<file path="src/rtl/arb_merge_pkg.sv">
// Shared constants and helpers for the N-to-1 arbitrated merge.
package arb_merge_pkg;

    localparam int ARB_FIXED = 0;
    localparam int ARB_RR    = 1;
    localparam int MAX_CH    = 64;

    // Binary index of the set bit in a one-hot vector; all-zero maps to 0.
    function automatic int onehot2bin(input logic [MAX_CH-1:0] oh);
        int idx;
        idx = 0;
        for (int i = 0; i < MAX_CH; i++) begin
            if (oh[i]) begin
                idx = idx | i;
            end
        end
        return idx;
    endfunction

endpackage

</file>
<file path="src/rtl/rr_arbiter_n.sv">
// N-way arbiter: fixed priority (lowest index) or round-robin from a rotating pointer.
module rr_arbiter_n
    import arb_merge_pkg::*;
#(
    parameter  int NUM_CH   = 5,
    parameter  int ARB_MODE = ARB_FIXED,
    localparam int ID_W     = $clog2(NUM_CH)
) (
    input  logic              clk,
    input  logic              rstn,
    input  logic [NUM_CH-1:0] req,
    input  logic              load,
    output logic [NUM_CH-1:0] grant,
    output logic [ID_W-1:0]   grant_idx
);

    logic [ID_W-1:0]   ptr;
    logic [NUM_CH-1:0] masked;
    logic [NUM_CH-1:0] pick;

    // Requests at or above ptr take precedence; if none, fall back to the full
    // request set, which gives the modulo-NUM_CH wrap. Fixed mode never masks.
    always_comb begin
        masked = '0;
        for (int i = 0; i < NUM_CH; i++) begin
            masked[i] = req[i] && (ARB_MODE == ARB_RR) && (i >= int'(ptr));
        end
        pick  = (|masked) ? masked : req;
        grant = '0;
        for (int i = NUM_CH - 1; i >= 0; i--) begin
            if (pick[i]) begin
                grant    = '0;
                grant[i] = 1'b1;
            end
        end
    end

    assign grant_idx = ID_W'(onehot2bin(MAX_CH'(grant)));

    always_ff @(posedge clk) begin
        if (!rstn) begin
            ptr <= '0;
        end else if (load && (ARB_MODE == ARB_RR)) begin
            ptr <= (int'(grant_idx) == NUM_CH - 1) ? '0 : grant_idx + 1'b1;
        end
    end

endmodule

</file>
<file path="src/rtl/arb_merge_n.sv">
// N-to-1 arbitrated merge: one holding register per channel feeding a single
// output register, with source-ID tagging and one word per cycle throughput.
module arb_merge_n
    import arb_merge_pkg::*;
#(
    parameter  int NUM_CH     = 5,
    parameter  int DATA_WIDTH = 12,
    parameter  int ARB_MODE   = ARB_FIXED,
    localparam int ID_W       = $clog2(NUM_CH)
) (
    input  logic                         clk,
    input  logic                         rstn,
    input  logic [NUM_CH-1:0]            i_drive_n,
    input  logic [NUM_CH*DATA_WIDTH-1:0] i_data_n,
    output logic [NUM_CH-1:0]            o_free_n,
    output logic                         o_driveNext,
    output logic [DATA_WIDTH-1:0]        o_data,
    output logic [ID_W-1:0]              o_id,
    input  logic                         i_freeNext
);

    // Handshakes are valid/ready: a word moves on a rising edge where valid
    // and ready are both 1. o_free_n comes straight from the holder flags, so
    // ready never depends combinationally on any valid or downstream ready.

    logic [NUM_CH-1:0]     full;
    logic [DATA_WIDTH-1:0] hold [NUM_CH];
    logic [NUM_CH-1:0]     grant;
    logic [ID_W-1:0]       grant_idx;
    logic                  load;
    logic [DATA_WIDTH-1:0] win_data;

    assign o_free_n = ~full;
    assign load     = (|full) && (!o_driveNext || i_freeNext);

    rr_arbiter_n #(
        .NUM_CH   (NUM_CH),
        .ARB_MODE (ARB_MODE)
    ) u_arb (
        .clk       (clk),
        .rstn      (rstn),
        .req       (full),
        .load      (load),
        .grant     (grant),
        .grant_idx (grant_idx)
    );

    always_comb begin
        win_data = '0;
        for (int i = 0; i < NUM_CH; i++) begin
            if (grant[i]) begin
                win_data = win_data | hold[i];
            end
        end
    end

    // Grant only hits full holders and capture only hits empty ones, so the
    // two never collide on the same holder.
    always_ff @(posedge clk) begin
        if (!rstn) begin
            full <= '0;
            for (int i = 0; i < NUM_CH; i++) begin
                hold[i] <= '0;
            end
        end else begin
            for (int i = 0; i < NUM_CH; i++) begin
                if (load && grant[i]) begin
                    full[i] <= 1'b0;
                end else if (i_drive_n[i] && !full[i]) begin
                    full[i] <= 1'b1;
                    hold[i] <= i_data_n[i*DATA_WIDTH +: DATA_WIDTH];
                end
            end
        end
    end

    always_ff @(posedge clk) begin
        if (!rstn) begin
            o_driveNext <= 1'b0;
            o_data      <= '0;
            o_id        <= '0;
        end else if (load) begin
            o_driveNext <= 1'b1;
            o_data      <= win_data;
            o_id        <= grant_idx;
        end else if (i_freeNext) begin
            o_driveNext <= 1'b0;
        end
    end

endmodule

</file>
<file path="config.mk">
export PLATFORM = sky130hd
export DESIGN_NAME = arb_merge_n
export DESIGN_NICKNAME = d
export VERILOG_FILES = /design/src/rtl/arb_merge_pkg.sv /design/src/rtl/rr_arbiter_n.sv /design/src/rtl/arb_merge_n.sv
export SDC_FILE = /design/constraint.sdc
export NUM_CORES = 1
export LEC_CHECK = 0
export ABC_AREA = 1
export BUFFER_PORTS_ARGS = -buffer_cell sky130_fd_sc_hd__buf_2
export CAP_MARGIN = 20
export CORE_MARGIN = 1
export CORE_UTILIZATION = 50
export CTS_CLUSTER_DIAMETER = 50
export DETAILED_ROUTE_END_ITERATION = 16
export PLACE_DENSITY = 0.77
export SLEW_MARGIN = 20
export SYNTH_ARGS = -nofsm -noshare
export SYNTH_HDL_FRONTEND = slang
export SYNTH_SLANG_ARGS = --single-unit
export TNS_END_PERCENT = 1
</file>
<file path="constraint.sdc">
create_clock -name clk -period 1.7 [get_ports clk]
set_input_delay 0.34 -clock clk [delete_from_list [all_inputs] [get_ports clk]]
set_output_delay 0.34 -clock clk [all_outputs]
set_load 0.005 [all_outputs]
</file>
Word-level counts from Yosys, hierarchy flattened
Memory sizes are Yosys's and may differ from the RTL's.
Index checks and enable logic that the tools add are counted.
- register bits after elaboration: 21
- RAM bits: 60
- bits of input ports: 68
- output and inout port bits: 21
- word-level logic and storage cells: 87
- memories kept: 1
- muxes and demuxes: 42
- bitwise logic cells: 11
- reduce and logical (&&, ||, !) cells: 25
- memory list (memory ; depth ; bits a word ; read ports ; clocked after Yosys merged registers in ; wr ports ; line ; text):
    hold ; 5 ; 12 ; 5 ; 0 ; 5 ; arb_merge_n.sv:27 ; logic [DATA_WIDTH-1:0] hold [NUM_CH];
- operators with widths (cell ; count):
    2-to-1 mux 12 bit ; 10
    bitwise OR 12 bit ; 4
    2-to-1 mux 5 bit ; 5
    2-to-1 mux 1 bit ; 24
    logical AND 1 bit ; 11
    OR reduction 2 bit ; 5
    logical NOT 1 bit ; 6
    inverter 5 bit ; 1
    bitwise OR 1 bit ; 5
    OR reduction 5 bit ; 1
    2-to-1 mux 2 bit ; 2
    2-to-1 mux 3 bit ; 1
    nonzero test 2 bit ; 1
    logical OR 1 bit ; 1
    inverter 1 bit ; 1

Longest topological paths before layout
- word-level depth: 14
- depth in mapped cells: 10

Hierarchy
Synthesis repeated with hierarchy kept, for this count alone.
- cells, all modules: 371
- area, all modules: 3966.3 µm²
- modules (own cells, without submodules) (module ; instances ; cells an instance ; area each (µm²) ; seq. area each (µm²)):
    arb_merge_n ; 1 ; 353 ; 3881.2 ; 2222.1
    rr_arbiter_n ; 1 ; 18 ; 85.1 ; 0.0

Worst setup path before layout
Ideal clock, no wire load.
- path type: input to register
- from: input rstn
- to: memory hold[0][0], data pin
- setup time: 251 ps
- arrival: 1286 ps
- required time: 1449 ps
- slack: 163 ps
- stages: 6
- cells stage by stage: clkbuf_1 -> nand3_1 -> nand2_1 -> nor3b_4 -> buf_6 -> nor2_1
- RTL lines (what ; line ; text):
    start: declaration ; arb_merge_n.sv:12 ; input logic rstn,
    end: declaration ; arb_merge_n.sv:27 ;

==> results_dict.tcl <==
set metrics [dict create \
    outcome "finished, final reports clean" \
    row_count 31 \
    fin_tns_setup_ns 0 \
    nFillCells 665 \
    fin_skew_ns 0.0131 \
    post-route-drc-count 0 \
    ys_types 16 \
    synth_top_family_by_area "simple AND/OR/NAND/NOR gates" \
    numClockSinks 81 \
    synthMuxAreaShare_pct 0 \
    worst_pin_slew_ns 0.529 \
    hold_buffers 0 \
    relSlewSlack_pct 64.7 \
    synth_compound_gate_area_share_pct 1.33 \
    drt-initial-drc-count 188 \
    maxCapViolCount 0 \
    initial_core_util_pct 51.8 \
    die_y_um 88.9 \
    syn_to_final_growth_pct 19.0 \
    grt_overflow 0 \
    slowest_delay_ns 0.37 \
    nNetsFinal 611 \
    grt_usage_pct 22.0 \
    synth-xor-area-share_pct 0 \
    holdCritPathClass "in -> reg" \
    cts.path.max_buffers 2 \
    postRouteWirelength_mm 7.84 \
    grt_pass1_vias 2875 \
    rsz0062_at_grt "false" \
    critPathTopFamily "simple AND/OR/NAND/NOR gates" \
    first_pass_iters 4 \
    finalSetupViolCount 0 \
    synthSimpleGateAreaFrac_pct 26.4 \
    antenna_cells 0 \
    postSynthAreaPerCell_sq_um 8.35 \
    crit_type "reg -> reg" \
    netlist_area_sq_mm 0.00377 \
    period_minus_slack_ns 1.52 \
    slew_violations 0 \
    timing.fmax_ghz 0.656 \
    grt_max_degree 61 \
    dp_hpwl_mm 5.73 \
    ys_ff_latch 81 \
    synth_cells 452 \
    start_kind "flip-flop" \
    vias 3041 \
    path_cells "inv_1, nand3_1, nand2_1, nor3b_4, buf_12, nor2_1" \
    globalplace.congestion 0.885 \
    arrival_ns 1.61 \
    cp-end-kind "flip-flop" \
    min_period_over_period_pct 89.6 \
    post_drt_wl_per_cell_um 12.1 \
    dieArea_sq_mm 0.00790 \
    final_cells 647 \
    path_clk_slew_ns 0.07 \
    worstPathRequired_ns 1.78 \
    p_per_area_mw_per_mm2 1020 \
    ys_seq_area_share_pct 58.9 \
    drive_above_1_share_pct 21.7 \
    cts_tree "built" \
    grt_pass1_wl_mm 12.8 \
    layout_common_cells "inv_1 (93), nand2_1 (93), nor2_1 (93)" \
    antenna_found_initial 0 \
    via_per_inst 4.70 \
    cts-root-buf "clkbuf_8" \
    synth_fa_ha_area_share_pct 0 \
    final_hold_viol_count 0 \
    io_buffer_count 88 \
    peakVddDrop_mv 0.383 \
    postRouteAntennaNets 0 \
    clock_latency_ns 0.35 \
    dieWidth_um 88.9 \
    cp_max_fo 60 \
    p_leak_nw 2.31 \
    cp_num_buf_inv 2 \
    synth_nets 520 \
    placedCellCount 631 \
    cts_made_buffers 9 \
    htreeDepth 3 \
    crit_path_top_delay_cell "dfxtp_1" \
    core_area_sq_mm 0.00729 \
    io_pins 89 \
    yosysWarnings 0 \
]
==> flip-flops by register name (all words and copies together) (netlist names) <==
signal       count
hold            60
o_driveNext      1
full             5
o_data          12
o_id             3
==> cells by family (layout without fill, tap and decap cells) <==
family,Yosys count,count (layout)
simple gates,243,243
buf+inv,118,214
flops,81,81
compound gates,10,10
==> through the flow <==
step	setup WS [ns]	power (mW)	hold WS [ns]	util, %	area (sq um)
final	0.176	4.57	0.262	61.6	4490
after global routing	0.0771	4.80	0.269	61.6	4490
after global placement	0.119	3.30	0.446	59.2	4310
after detailed placement	0.0744	3.33	0.453	59.2	4310
after CTS	0.121	4.58	0.241	61.6	4490
after floorplan	0.163	3.04	0.456	-	3770
==> report_power, final <==
part | total [mW] | leakage (nW) | switching (mW) | internal (mW)
clock | 1.28 | 0.0901 | 0.656 | 0.622
combinational | 0.836 | 1.43 | 0.521 | 0.315
sequential | 2.45 | 0.793 | 0.0740 | 2.38
==> layer usage <==
layer  global-route usage, %  wire length (um)  up-vias
met1                    26.5              3260     1358
li1                        -                 -     1553
met3                    4.20               417       19
met2                    38.3              3980      111
met4                    9.97               183        0
met5                       0                 0        -
==> worst reg2reg max path, stage by stage (launching register included) <==
cell and delay [ns]:
dfxtp_1 0.37, inv_1 0.09, nand3_1 0.10, nand2_1 0.10, nor3b_4 0.23, buf_12 0.27
nor2_1 0.11
==> worst paths after layout <==
| check | cells after the start | slack, ns | end | startpoint |
|---|---|---|---|---|
| setup / recovery | 6 | 0.18 | hold[0][19] | full[3] |
| hold / removal | 3 | 0.26 | full[3] | i_drive_n[3] |
| setup reg to reg | 6 | 0.18 | hold[0][19] | full[3] |
| hold reg to reg | 2 | 0.46 | o_id[2] | o_id[2] |
==> synth_stat cells <==
library cell / instances / share of area [%]
nand3_1: 55 / 7.3
clkbuf_1: 5 / 0.50
nor2_1: 94 / 9.4
nand2_1: 93 / 9.3
o21ai_0: 5 / 0.66
inv_1: 93 / 9.3
edfxtp_1: 60 / 48
clkbuf_2: 1 / 0.13
dfxtp_1: 21 / 11
buf_2: 7 / 0.93
buf_1: 2 / 0.20
a21oi_1: 5 / 0.66
buf_6: 6 / 1.8
buf_4: 2 / 0.40
inv_2: 2 / 0.20
nor3b_4: 1 / 0.50
==> cell type report <==
| class | instances | area [sq um] | area share [%] |
|---|---|---|---|
| Multi-Input combinational cell | 253 | 1050 | 23.3 |
| Inverter | 95 | 357 | 7.94 |
| Clock buffer | 14 | 164 | 3.65 |
| Sequential cell | 81 | 2220 | 49.5 |
| Tap cell | 99 | 124 | 2.76 |
| Clock inverter | 2 | 11.3 | 0.251 |
| Timing Repair Buffer | 103 | 566 | 12.6 |
==> timing repair <==
item                       in CTS  in global routing
setup endpoints to repair       0                  1
buffers inserted                0                  0
hold endpoints to repair        0                  0
gates resized for setup         0                  1
(Power assumes the default switching activity.)
